File: src/rtl/seq_alu_if.sv
// seq_alu_if: request/response handshake bundle between a requester and seq_alu
interface seq_alu_if #(
   parameter int BUS_WIDTH = 32
);
   logic                 in_valid;
   logic                 in_ready;
   logic [BUS_WIDTH-1:0] src_a;
   logic [BUS_WIDTH-1:0] src_b;
   logic [3:0]           alu_op;
   logic                 out_valid;
   logic                 out_ready;
   logic [BUS_WIDTH-1:0] alu_result;
   logic                 zero;

   modport master (
      output in_valid, src_a, src_b, alu_op, out_ready,
      input  in_ready, out_valid, alu_result, zero
   );

   modport slave (
      input  in_valid, src_a, src_b, alu_op, out_ready,
      output in_ready, out_valid, alu_result, zero
   );
endinterface

File: src/rtl/seq_alu.sv
// seq_alu: sequential ALU with single-cycle logic/arith ops and bit-serial MUL/DIVU/REMU
module seq_alu #(
   parameter int BUS_WIDTH = 32
) (
   input logic      clk,
   input logic      rst_n,
   seq_alu_if.slave bus
);
   localparam int CNT_W = $clog2(BUS_WIDTH) + 1;
   localparam int SH_W  = $clog2(BUS_WIDTH);

   localparam logic [3:0] OP_ADD  = 4'h0;
   localparam logic [3:0] OP_SUB  = 4'h1;
   localparam logic [3:0] OP_OR   = 4'h2;
   localparam logic [3:0] OP_AND  = 4'h3;
   localparam logic [3:0] OP_XOR  = 4'h4;
   localparam logic [3:0] OP_SLT  = 4'h5;
   localparam logic [3:0] OP_SLTU = 4'h6;
   localparam logic [3:0] OP_SLL  = 4'h7;
   localparam logic [3:0] OP_SRL  = 4'h8;
   localparam logic [3:0] OP_SRA  = 4'h9;
   localparam logic [3:0] OP_MUL  = 4'hA;
   localparam logic [3:0] OP_DIVU = 4'hB;
   localparam logic [3:0] OP_REMU = 4'hC;

   typedef enum logic [1:0] {IDLE, BUSY, DONE} state_t;

   state_t               state_q, state_d;
   logic [CNT_W-1:0]     cnt_q, cnt_d;
   logic [3:0]           op_q, op_d;
   logic [BUS_WIDTH-1:0] a_q, a_d;
   logic [BUS_WIDTH-1:0] b_q, b_d;
   logic [BUS_WIDTH-1:0] acc_q, acc_d;
   logic [BUS_WIDTH-1:0] result_q, result_d;
   logic                 zero_q, zero_d;

   logic [SH_W-1:0]      sh;
   logic [BUS_WIDTH-1:0] fast_res;
   logic [BUS_WIDTH-1:0] mul_acc;
   logic [BUS_WIDTH:0]   rem_sh;
   logic                 rem_ge;
   logic [BUS_WIDTH-1:0] rem_next;
   logic [BUS_WIDTH-1:0] quo_next;
   logic [BUS_WIDTH-1:0] done_res;
   logic                 iter_op;

   // Single-cycle result computed straight from the request operands
   always_comb begin
      sh       = bus.src_b[SH_W-1:0];
      fast_res = '0;
      case (bus.alu_op)
         OP_ADD:  fast_res = bus.src_a + bus.src_b;
         OP_SUB:  fast_res = bus.src_a - bus.src_b;
         OP_OR:   fast_res = bus.src_a | bus.src_b;
         OP_AND:  fast_res = bus.src_a & bus.src_b;
         OP_XOR:  fast_res = bus.src_a ^ bus.src_b;
         OP_SLT:  fast_res = BUS_WIDTH'($signed(bus.src_a) < $signed(bus.src_b));
         OP_SLTU: fast_res = BUS_WIDTH'(bus.src_a < bus.src_b);
         OP_SLL:  fast_res = bus.src_a << sh;
         OP_SRL:  fast_res = bus.src_a >> sh;
         OP_SRA:  fast_res = $signed(bus.src_a) >>> sh;
         default: fast_res = '0;
      endcase
   end

   // One iteration step: shift-add for MUL, restoring subtract for DIVU/REMU (quotient shifts into a_q)
   always_comb begin
      mul_acc  = acc_q + (b_q[0] ? a_q : '0);
      rem_sh   = {acc_q, a_q[BUS_WIDTH-1]};
      rem_ge   = rem_sh >= {1'b0, b_q};
      rem_next = rem_ge ? BUS_WIDTH'(rem_sh - {1'b0, b_q}) : BUS_WIDTH'(rem_sh);
      quo_next = {a_q[BUS_WIDTH-2:0], rem_ge};
      done_res = (op_q == OP_MUL) ? mul_acc : (op_q == OP_DIVU) ? quo_next : rem_next;
   end

   // Next state: accept in IDLE, iterate in BUSY, hold the result in DONE until consumed
   always_comb begin
      state_d  = state_q;
      cnt_d    = cnt_q;
      op_d     = op_q;
      a_d      = a_q;
      b_d      = b_q;
      acc_d    = acc_q;
      result_d = result_q;
      zero_d   = zero_q;
      iter_op  = bus.alu_op inside {OP_MUL, OP_DIVU, OP_REMU};
      case (state_q)
         IDLE: if (bus.in_valid) begin
            op_d  = bus.alu_op;
            a_d   = bus.src_a;
            b_d   = bus.src_b;
            acc_d = '0;
            if (iter_op) begin
               state_d = BUSY;
               cnt_d   = CNT_W'(BUS_WIDTH);
            end else begin
               state_d  = DONE;
               result_d = fast_res;
               zero_d   = (fast_res == '0);
            end
         end
         BUSY: begin
            cnt_d = cnt_q - CNT_W'(1);
            a_d   = (op_q == OP_MUL) ? a_q << 1 : quo_next;
            b_d   = (op_q == OP_MUL) ? b_q >> 1 : b_q;
            acc_d = (op_q == OP_MUL) ? mul_acc : rem_next;
            if (cnt_q == CNT_W'(1)) begin
               state_d  = DONE;
               result_d = done_res;
               zero_d   = (done_res == '0);
            end
         end
         DONE: if (bus.out_ready) state_d = IDLE;
         default: state_d = IDLE;
      endcase
   end

   // State and datapath registers; reset aborts any operation in flight
   always_ff @(posedge clk or negedge rst_n) begin
      if (!rst_n) begin
         state_q  <= IDLE;
         cnt_q    <= '0;
         op_q     <= '0;
         a_q      <= '0;
         b_q      <= '0;
         acc_q    <= '0;
         result_q <= '0;
         zero_q   <= 1'b0;
      end else begin
         state_q  <= state_d;
         cnt_q    <= cnt_d;
         op_q     <= op_d;
         a_q      <= a_d;
         b_q      <= b_d;
         acc_q    <= acc_d;
         result_q <= result_d;
         zero_q   <= zero_d;
      end
   end

   assign bus.in_ready   = (state_q == IDLE);
   assign bus.out_valid  = (state_q == DONE);
   assign bus.alu_result = result_q;
   assign bus.zero       = zero_q;
endmodule

File: src/flat_wrapper.sv
// flat-port wrapper written by rule: the top's interface ports become plain ports
module seq_alu_flat 
#(
   parameter int BUS_WIDTH = 32
)
  (clk, rst_n, bus_in_valid, bus_src_a, bus_src_b, bus_alu_op, bus_out_ready, bus_in_ready, bus_out_valid, bus_alu_result, bus_zero);
  seq_alu_if #(.BUS_WIDTH(BUS_WIDTH)) bus_i ();
  input logic clk;
  input logic rst_n;
  input wire logic [$bits(bus_i.in_valid)-1:0] bus_in_valid;
  input wire logic [$bits(bus_i.src_a)-1:0] bus_src_a;
  input wire logic [$bits(bus_i.src_b)-1:0] bus_src_b;
  input wire logic [$bits(bus_i.alu_op)-1:0] bus_alu_op;
  input wire logic [$bits(bus_i.out_ready)-1:0] bus_out_ready;
  output wire logic [$bits(bus_i.in_ready)-1:0] bus_in_ready;
  output wire logic [$bits(bus_i.out_valid)-1:0] bus_out_valid;
  output wire logic [$bits(bus_i.alu_result)-1:0] bus_alu_result;
  output wire logic [$bits(bus_i.zero)-1:0] bus_zero;
  assign bus_i.in_valid = bus_in_valid;
  assign bus_i.src_a = bus_src_a;
  assign bus_i.src_b = bus_src_b;
  assign bus_i.alu_op = bus_alu_op;
  assign bus_i.out_ready = bus_out_ready;
  assign bus_in_ready = bus_i.in_ready;
  assign bus_out_valid = bus_i.out_valid;
  assign bus_alu_result = bus_i.alu_result;
  assign bus_zero = bus_i.zero;
  seq_alu #(.BUS_WIDTH(BUS_WIDTH)) u_core (.clk(clk), .rst_n(rst_n), .bus(bus_i));
endmodule
File: config.mk
export PLATFORM = sky130hd
export DESIGN_NAME = seq_alu_flat
export DESIGN_NICKNAME = d
export VERILOG_FILES = /design/src/rtl/seq_alu_if.sv /design/src/rtl/seq_alu.sv /design/src/flat_wrapper.sv
export SDC_FILE = /design/constraint.sdc
export NUM_CORES = 1
export LEC_CHECK = 0
export CORE_AREA = 2 2 233 235
export DETAILED_ROUTE_END_ITERATION = 12
export DIE_AREA = 0 0 235 237
export HOLD_SLACK_MARGIN = 0.1
export SETUP_SLACK_MARGIN = 0.15
export SLEW_MARGIN = 0
export SYNTH_ARGS = -nofsm -noshare
export SYNTH_HDL_FRONTEND = slang
export SYNTH_SLANG_ARGS = --single-unit
File: constraint.sdc
create_clock -name clk -period 12.6 [get_ports clk]
set_clock_uncertainty 0.2 [all_clocks]
set_input_delay 1.26 -clock clk [delete_from_list [all_inputs] [get_ports clk]]
set_output_delay 1.26 -clock clk [all_outputs]
set_load 0.1 [all_outputs]
After elaboration in Yosys (flattened, before gate mapping)
Cells that the tools add are included.

storage, ports and cells
  flip-flop bits (word level) = 141
  bits in latches = 0
  RAM bits = 0
  ROM bits = 0
  bits of input ports = 72
  output and inout bits = 35
  word-level logic and storage cells = 87
  memories = 0

operators by class
  $add $sub $neg = 5
  $mul = 0
  div/mod/pow operators = 0
  $lt $le $gt $ge = 3
  eq/ne operators = 23
  shift-type cells = 3
  mux-type cells = 30
  bitwise operators = 3
  reduce and logical (&&, ||, !) cells = 12

operators by type and width
  cell                                                                      count
  32-bit two-way mux                                                        12
  32-bit case mux with 10 select lines                                      1
  32-bit case mux with 2 select lines                                       4
  32-bit adder                                                              2
  32-bit logical NOT                                                        2
  32-bit < comparator                                                       2
  32-bit subtractor                                                         2
  33-bit by 32-bit greater-or-equal comparator with 1-bit output            1
  32-bit AND                                                                1
  32-bit bitwise OR                                                         1
  32-bit by 5-bit << shifter with 32-bit output                             1
  32-bit by 5-bit >> shifter with 32-bit output                             1
  32-bit by 5-bit >>> shifter with 32-bit output                            1
  32-bit XOR                                                                1
  4-bit equality test (second input constant)                               7
  4-bit by 3-bit equality test with 1-bit output (second input constant)    4
  6-bit two-way mux                                                         2
  6-bit case mux with 2 select lines                                        1
  3-bit AND reduction                                                       3
  4-bit by 2-bit equality test with 1-bit output (second input constant)    2
  2-bit two-way mux                                                         4
  6-bit by 1-bit equality test with 1-bit output (second input constant)    1
  2-bit by 1-bit inequality test with 1-bit output (second input constant)  3
  2-bit inequality test (second input constant)                             3
  13 further kinds                                                          17

Logic depth before layout (Yosys ltp)
Gate-level depths: netlist of run 1.

  depth after elaboration = 7
  depth in mapped cells = 18
  depth with buffers taken out = 16

Least setup slack after synthesis of run 1
No wires, ideal clock.

  path kind = in2reg
  start point = input bus_src_b[2]
  end point = register u_core.zero_q, in the netlist u_core.bus.zero
  setup time = 0.066 ns
  arrival time = 5.455 ns
  required time = 12.334 ns
  slack = 6.879 ns
  stages on the path = 18
  path buffers = 4
  cells stage by stage = inv_1 clkbuf_1 buf_1 clkbuf_1 ha_1 buf_2 or3b_2 a31oi_2 o311ai_1 and3_4 or4_4 a31oi_2 nand4b_1 nor4_1 and4_1 nand4_1 o41ai_2 a31o_1

between the ends
  cells in the longest elaborated chain, start to end = 6
  elaborated cells on any way between the ends = 15
  classes of those cells = add/sub: 2; order compare: 2; shift: 3; mux: 4; bitwise: 3; reduce/logical: 1

RTL lines
  element                                    line                source
  start, declared                            flat_wrapper.sv:12  input wire logic [$bits(bus_i.src_b)-1:0] bus_src_b;
  32-bit subtractor (tied with other cells)  seq_alu.sv:53       OP_SUB: fast_res = bus.src_a - bus.src_b;
  32-bit case mux with 10 select lines *     seq_alu.sv:51       case (bus.alu_op)
  32-bit logical NOT *                       seq_alu.sv:99       zero_d = (fast_res == '0);
  1-bit two-way mux *                        seq_alu.sv:93       if (iter_op) begin
  1-bit two-way mux *                        seq_alu.sv:88       IDLE: if (bus.in_valid) begin
  1-bit case mux with 2 select lines *       seq_alu.sv:87       case (state_q)
  end signal, assigned                       seq_alu.sv:137      zero_q <= zero_d;
  end, declared                              seq_alu.sv:35       logic zero_q, zero_d;

Mark *: on every way between the ends. The rest lies on a longest branch, timed or not. The select of a mux whose other input is x is not followed.
A chain may end at the register's enable or synchronous reset.

Final worst setup path of run 1
  start point = input bus_src_b[4]
  end point = register u_core.zero_q, in the netlist u_core.bus.zero

The elaborated chain is that of the path after synthesis.

==> impl_metrics.json, run 1 <==
{
  "cp.arrival_ps": 6730,
  "core_area_um2": 53300,
  "rrSetupSlack_ps": 6350,
  "synth_area_leader_cell": "dfrtp_1",
  "slew_headroom_pct": 13.6,
  "critPathSlowestCell": "a2111oi_1",
  "crit_path_max_incr_delay_ps": 890,
  "p_leak_nw": 9.79,
  "initial_core_util_pct": 39.7,
  "ys_top_cells_by_area": "dfrtp_1 (17%), ha_1 (9.8%), a21oi_1 (6.3%)",
  "netlist_instances": 2841,
  "regArea_um2": 3530,
  "antenna_found_initial": 3,
  "cts_max_level": 4,
  "die_w_um": 235,
  "grt_max_degree": 97,
  "hold_violations": 0,
  "criticalPathCategory": "in2reg",
  "synthXorXnorAreaFrac_pct": 2.82,
  "synthSimpleGateAreaFrac_pct": 20.8,
  "ys_seq_area_share_pct": 16.7,
  "synthMuxAreaShare_pct": 11.2,
  "pin_count": 107,
  "synth-edff-count": 0,
  "die_area_um2": 55700,
  "crit_chain": "clkdlybuf4s50_1, buf_4, inv_1, ha_1, or4_4, o211ai_2, nand4_1, a2111oi_1, o21ai_0, xnor2_1, a211oi_1, and4b_1, nand4_1, o41ai_2, a31o_1",
  "synth.net_count": 3083,
  "fin_crit_sh_pct": 51.9,
  "status": "finished, final reports clean",
  "synth_top_family_by_area": "compound AO/OA/AOI/OAI gates",
  "clk_path_buf_depth": 2,
  "place_congestion": 1.02,
  "placed_cells": 3496,
  "vias": 23900,
  "ctsHoldBuffers": 0,
  "grt.met1_usage_pct": 49.0,
  "avgRoutedWirePerCell_um": 30.3,
  "holdCritPathClass": "reg2reg",
  "stdcell_count": 3531,
  "grt_use_total_pct": 37.0,
  "ctsResizeCount": 0,
  "clock_latency_ps": 450,
  "port-buffer-count": 106,
  "cp.required_ps": 12780,
  "path_clk_slew_ps": 70,
  "drc": 0,
  "grtUsageMet2_pct": 58.3,
  "placementRows": 85,
  "layout-drive-gt1-share_pct": 7.98,
  "cts_tree": "yes",
  "gr-total-overflow": 0,
  "routed_wirelength_um": 107000,
  "drt_iter0_markers": 3058,
  "postCtsSetupBuffers": 0,
  "tightestPinTransition_ps": 1280,
  "grt_pass1_vias": 22200,
  "power_density_nw_per_um2": 169,
  "fin_crit_ps": 6550,
  "synth_top_area_share_pct": 16.7,
  "drv_cap": 0,
  "multiInputGateArea_um2": 16300,
  "fin_tns_setup_ps": 0,
  "critPathMaxFanout": 37,
  "synth.avg_cell_area_um2": 7.44,
  "use_met3_pct": 4.92,
  "grt_pass1_wl_um": 154000,
  "yosys.area_share.adder_pct": 10.2,
  "synth.most_common_cell": "nand2_1",
  "area_growth_pct": 10.2,
  "ys_top_cells_by_count": "nand2_1 (299), nor2_1 (285), a21oi_1 (265)",
  "fmax_mhz": 153,
  "cts_made_buffers": 17,
  "ys.flop_type": "dfrtp_1",
  "dr.pass1.iters": 6,
  "async_flop_share_pct": 100,
  "crit_top_cell": "nand4_1",
  "vdd_ir_drop_max_uv": 125,
  "busiest_layer": "met2",
  "drv_slew": 0,
  "final_antenna_net_count": 0,
  "routed_via_density": 6.78,
  "nNetsFinal": 3061,
  "ys_seq_elements": 141,
  "end_kind": "flip-flop",
  "critPathLaunchType": "input pin",
  "synth_compound_area_share_pct": 31.5,
  "ys_warn_count": 0,
  "rsz0062_at_grt": "false",
  "dp_hpwl_um": 83000,
  "syn_area_um2": 21100,
  "die_y_um": 237,
  "fillerInstances": 5489,
  "synth.distinct_cells": 103,
  "setup_viol": 0,
  "clockRootBuffer": "clkbuf_16",
  "cts.sinks": 141
}
[critical path: cells and delay by family]
kind            cells  cell delay, ps
simple gates        4            1120
compound gates      6            2310
buf+inv             3            1260
xor+xnor            1             180
fa+ha+maj           1             580
[metrics by stage]
stage                     power, mW  util [%]  instance area [um^2]  setup slack [ps]  hold WS [ps]
after floorplan                2.49         -                 21100              6880           277
after global placement         3.31      42.6                 22700              5600           257
after detailed placement       3.32      42.6                 22700              5510           267
after CTS                      3.88      43.7                 23300              5950           282
after global routing           4.13      43.7                 23300              5910           297
final                          3.94      43.7                 23300              6050           276
[per-layer routing]
metal	wire (um)	vias up
met5	0	-
met4	6750	0
met3	8810	285
met2	47500	1464
met1	44000	11700
li1	-	10500
[sequential cells by signal (all words and copies together) (netlist names)]
register,cells
u_core.b_q,32
u_core.a_q,32
u_core.bus.zero,1
u_core.cnt_q,6
u_core.state_q,2
u_core.acc_q,32
u_core.bus.alu_result,32
u_core.op_q,4
[placed cells by master, fill, tap and decap left out, types with 12 or more instances in the layout]
cell type / instances
o211ai_1: 48
nand4_1: 28
xnor2_1: 50
a22oi_1: 19
xor2_1: 18
inv_1: 150
nand2b_1: 26
a221oi_1: 20
nor4_1: 17
nor2_1: 284
clkbuf_16: 17
clkdlybuf4s50_1: 101
and3_1: 15
a22o_1: 18
and2_1: 43
a21o_1: 31
a21oi_1: 264
a211oi_1: 78
ha_1: 166
o221ai_1: 25
nor3_1: 37
mux2i_1: 86
o31ai_1: 28
a32o_1: 16
buf_4: 53
o21a_1: 26
nand3_1: 71
nor3b_1: 12
o22ai_1: 18
or3_1: 16
nor2b_1: 28
dfrtp_1: 141
mux4_2: 49
a31oi_1: 25
nand2_1: 299
o21bai_1: 15
mux2_2: 32
o21ai_0: 212
[area by class of cell]
class                           instances  share of cell area (%)
Multi-Input combinational cell       2347                    69.8
Sequential cell                       141                    15.1
Timing Repair Buffer                  158                    6.16
Tap cell                              696                    3.74
Inverter                              154                    2.48
Clock buffer                           17                    1.83
Clock inverter                         15                   0.827
Antenna cell                            3                  0.0322
[cell families after synthesis]
group	after synthesis
AO/OA/AOI/OAI	1001
XOR/XNOR	68
adder cells (fa/ha/maj)	170
buffers and inverters	353
flip-flops	141
multiplexers	171
AND/OR/NAND/NOR	937
[final timing paths]
path / cells after the start / startpoint / to
worst min-delay path: 2 / u_core.bus.alu_result[9] / u_core.bus.alu_result[9]
worst min register to register: 2 / u_core.bus.alu_result[9] / u_core.bus.alu_result[9]
worst max register to register: 15 / u_core.b_q[0] / u_core.bus.zero
min in group asynchronous: 1 / rst_n / u_core.bus.alu_result[4]
worst max-delay path: 15 / bus_src_b[4] / u_core.bus.zero
max in group asynchronous: 2 / rst_n / u_core.a_q[0]
[report_power, final]
group	switching [mW]	internal (mW)	total, mW
sequential	0.215	0.633	0.848
clock	0.244	0.303	0.547
combinational	1.79	0.760	2.55
total	2.24	1.70	3.94
Note: power is estimated with default switching activity, not from simulation.
==> run 2: changes to the inputs <==
- clock period: 12.6 -> 5.3 ns (I/O delays scaled with it)
==> run 2 against run 1 <==
Effect of this change:
- final area up 7.7%
- highest routed layer is now met5
- largest cell class unchanged
- register-to-register slack worse by 6100 ps
- die area unchanged
- critical path type is now reg2reg
- routed wire length up 8.9%
- sequential share of layout area down 1.1 points
- cell count up 6.5%
- global-route usage up 3.5 points
==> impl_metrics.json, run 2 (synthesized netlist as in run 1, its figures left out) <==
{
  "min_delay_path_depth": 2,
  "port-buffer-count": 106,
  "postCtsSetupBuffers": 0,
  "initial_core_util_pct": 39.7,
  "holdCritPathClass": "reg2reg",
  "drc": 0,
  "die_y_um": 237,
  "cts_tree": "yes",
  "crit_top_cell": "buf_4",
  "drv_slew": 0,
  "clockRootBuffer": "clkbuf_16",
  "clock_latency_ps": 450,
  "setup_viol": 0,
  "total_power_mw": 9.69,
  "vdd_ir_drop_max_uv": 321,
  "critPathMaxFanout": 11,
  "critPathSlowestCell": "or4_1",
  "hold_violations": 0,
  "place_congestion": 1.06,
  "rsz0062_at_grt": "false",
  "final_common_cell": "nand2_1",
  "die_w_um": 235,
  "mostFrequentLayoutCells": "nand2_1 (299), nor2_1 (284), buf_4 (272)",
  "placementRows": 85,
  "nNetsFinal": 3289,
  "clk_path_buf_depth": 2,
  "fmax_mhz": 200,
  "tightestPinTransition_ps": 1250,
  "dr.pass1.iters": 6,
  "worstHoldStart": "u_core.bus.alu_result[9]",
  "drt_iter0_markers": 3141,
  "cp.required_ps": 5480,
  "r2r-end": "u_core.bus.zero",
  "pin_count": 107,
  "area_growth_pct": 18.7,
  "r2r-start": "u_core.b_q[0]",
  "slew_headroom_pct": 16.2,
  "avgRoutedWirePerCell_um": 31.0,
  "die_area_um2": 55700,
  "rrSetupSlack_ps": 290,
  "worstRegToRegCells": 17,
  "power_density_nw_per_um2": 386,
  "grt_use_total_pct": 40.5,
  "grt_pass1_wl_um": 167000,
  "path_clk_slew_ps": 70,
  "critPathLaunchType": "flip-flop",
  "core_area_um2": 53300,
  "cts_max_level": 4,
  "layout-drive-gt1-share_pct": 14.9,
  "fin_tns_setup_ps": 0,
  "p_leak_nw": 10.9,
  "grt_max_degree": 95,
  "fin_crit_sh_pct": 94.5,
  "crit_path_max_incr_delay_ps": 600,
  "criticalPathCategory": "reg2reg",
  "grt_pass1_vias": 23600,
  "vias": 25000,
  "dp_hpwl_um": 93800,
  "cts.sinks": 141,
  "hold-path-endpoint": "u_core.bus.alu_result[9]",
  "end_kind": "flip-flop",
  "antenna_found_initial": 5,
  "drv_cap": 0,
  "gr-total-overflow": 0,
  "final_antenna_net_count": 0,
  "crit_chain": "buf_4, and2_1, ha_1, a21o_1, a31o_1, or2_2, nor3_2, a211oi_1, o31ai_1, buf_4, a21boi_0, mux2_2, nand4_1, or4_1, nor4_1, buf_4, a31o_1",
  "cts_made_buffers": 17,
  "routed_wirelength_um": 117000,
  "routed_via_density": 6.64,
  "cp.arrival_ps": 5190,
  "fin_crit_ps": 5010,
  "status": "finished, final reports clean"
}
run 2: changes by cell type in the layout (fill, tap and decap cells not counted), sizes merged:
| cell | before | now |
|---|---|---|
| diode | 3 | 4 |
| inv | 162 | 161 |
| dlygate4sd3 | 0 | 1 |
| bufinv | 2 | 1 |
| buf | 57 | 284 |
| clkinv | 4 | 6 |
run 2: routing by layer:
metal  wire (um)  global-route usage [%]
met1       45800                    51.7
met2       51600                    64.1
met3       10300                    5.79
met4        8820                    25.9
met5          13                       0
run 2: power breakdown:
| group | total (mW) | switching (mW) | internal (mW) |
|---|---|---|---|
| clock network | 1.24 | 0.578 | 0.662 |
| logic | 6.49 | 4.44 | 2.04 |
| registers | 1.96 | 0.456 | 1.51 |
| total | 9.69 | 5.48 | 4.21 |
run 2: per-stage QoR:
stage	hold WS (ps)	instances	cell area, um^2	util (%)	setup WS (ps)
2_1_floorplan	34.4	2841	21100	-	309
3_3_place_gp	256	3723	24500	46.0	-382
3_5_place_dp	256	3723	24500	46.0	-272
4_1_cts	271	3756	25100	47.0	161
5_1_grt	301	3757	25100	47.1	183
6_report	268	3760	25100	47.1	291
run 2: area by class of cell:
| class | instances | area [um^2] |
|---|---|---|
| multi-input cells | 2347 | 16300 |
| fillers | 5408 | 28200 |
| diodes | 4 | 10.0 |
| clock buffers | 17 | 425 |
| clock inverters | 15 | 149 |
| flip-flops and latches | 141 | 3530 |
| well taps | 696 | 871 |
| repair buffers | 386 | 3250 |
| inverters | 154 | 578 |
run 2: how the worst max path moves through the flow:
| stage | start | to | slack [ps] | cells past startpoint |
|---|---|---|---|---|
| after floorplan | bus_src_b[2] | u_core.bus.zero | 310 | 18 |
| after global placement | bus_src_a[7] | u_core.bus.zero | -380 | 15 |
| after detailed placement | bus_src_b[7] | u_core.bus.zero | -270 | 15 |
| after CTS | bus_src_b[7] | u_core.bus.zero | 160 | 15 |
| after global routing | u_core.b_q[12] | u_core.bus.zero | 180 | 16 |
| final | u_core.b_q[0] | u_core.bus.zero | 290 | 17 |
run 2: worst max-delay path: cells and delay by family, from the launching register on:
family | cells | cell delay (ps)
AO/OA/AOI/OAI | 6 | 1240
adder cells (fa/ha/maj) | 1 | 350
buffers and inverters | 3 | 520
flip-flops | 1 | 400
multiplexers | 1 | 190
AND/OR/NAND/NOR | 6 | 2050
run 2: repair_timing:
action / CTS / global route
hold endpoints to repair: 40 / 0
endpoints found under the setup margin: 0 / 1
gates resized for setup: 0 / 6
hold buffers: 1 / 0
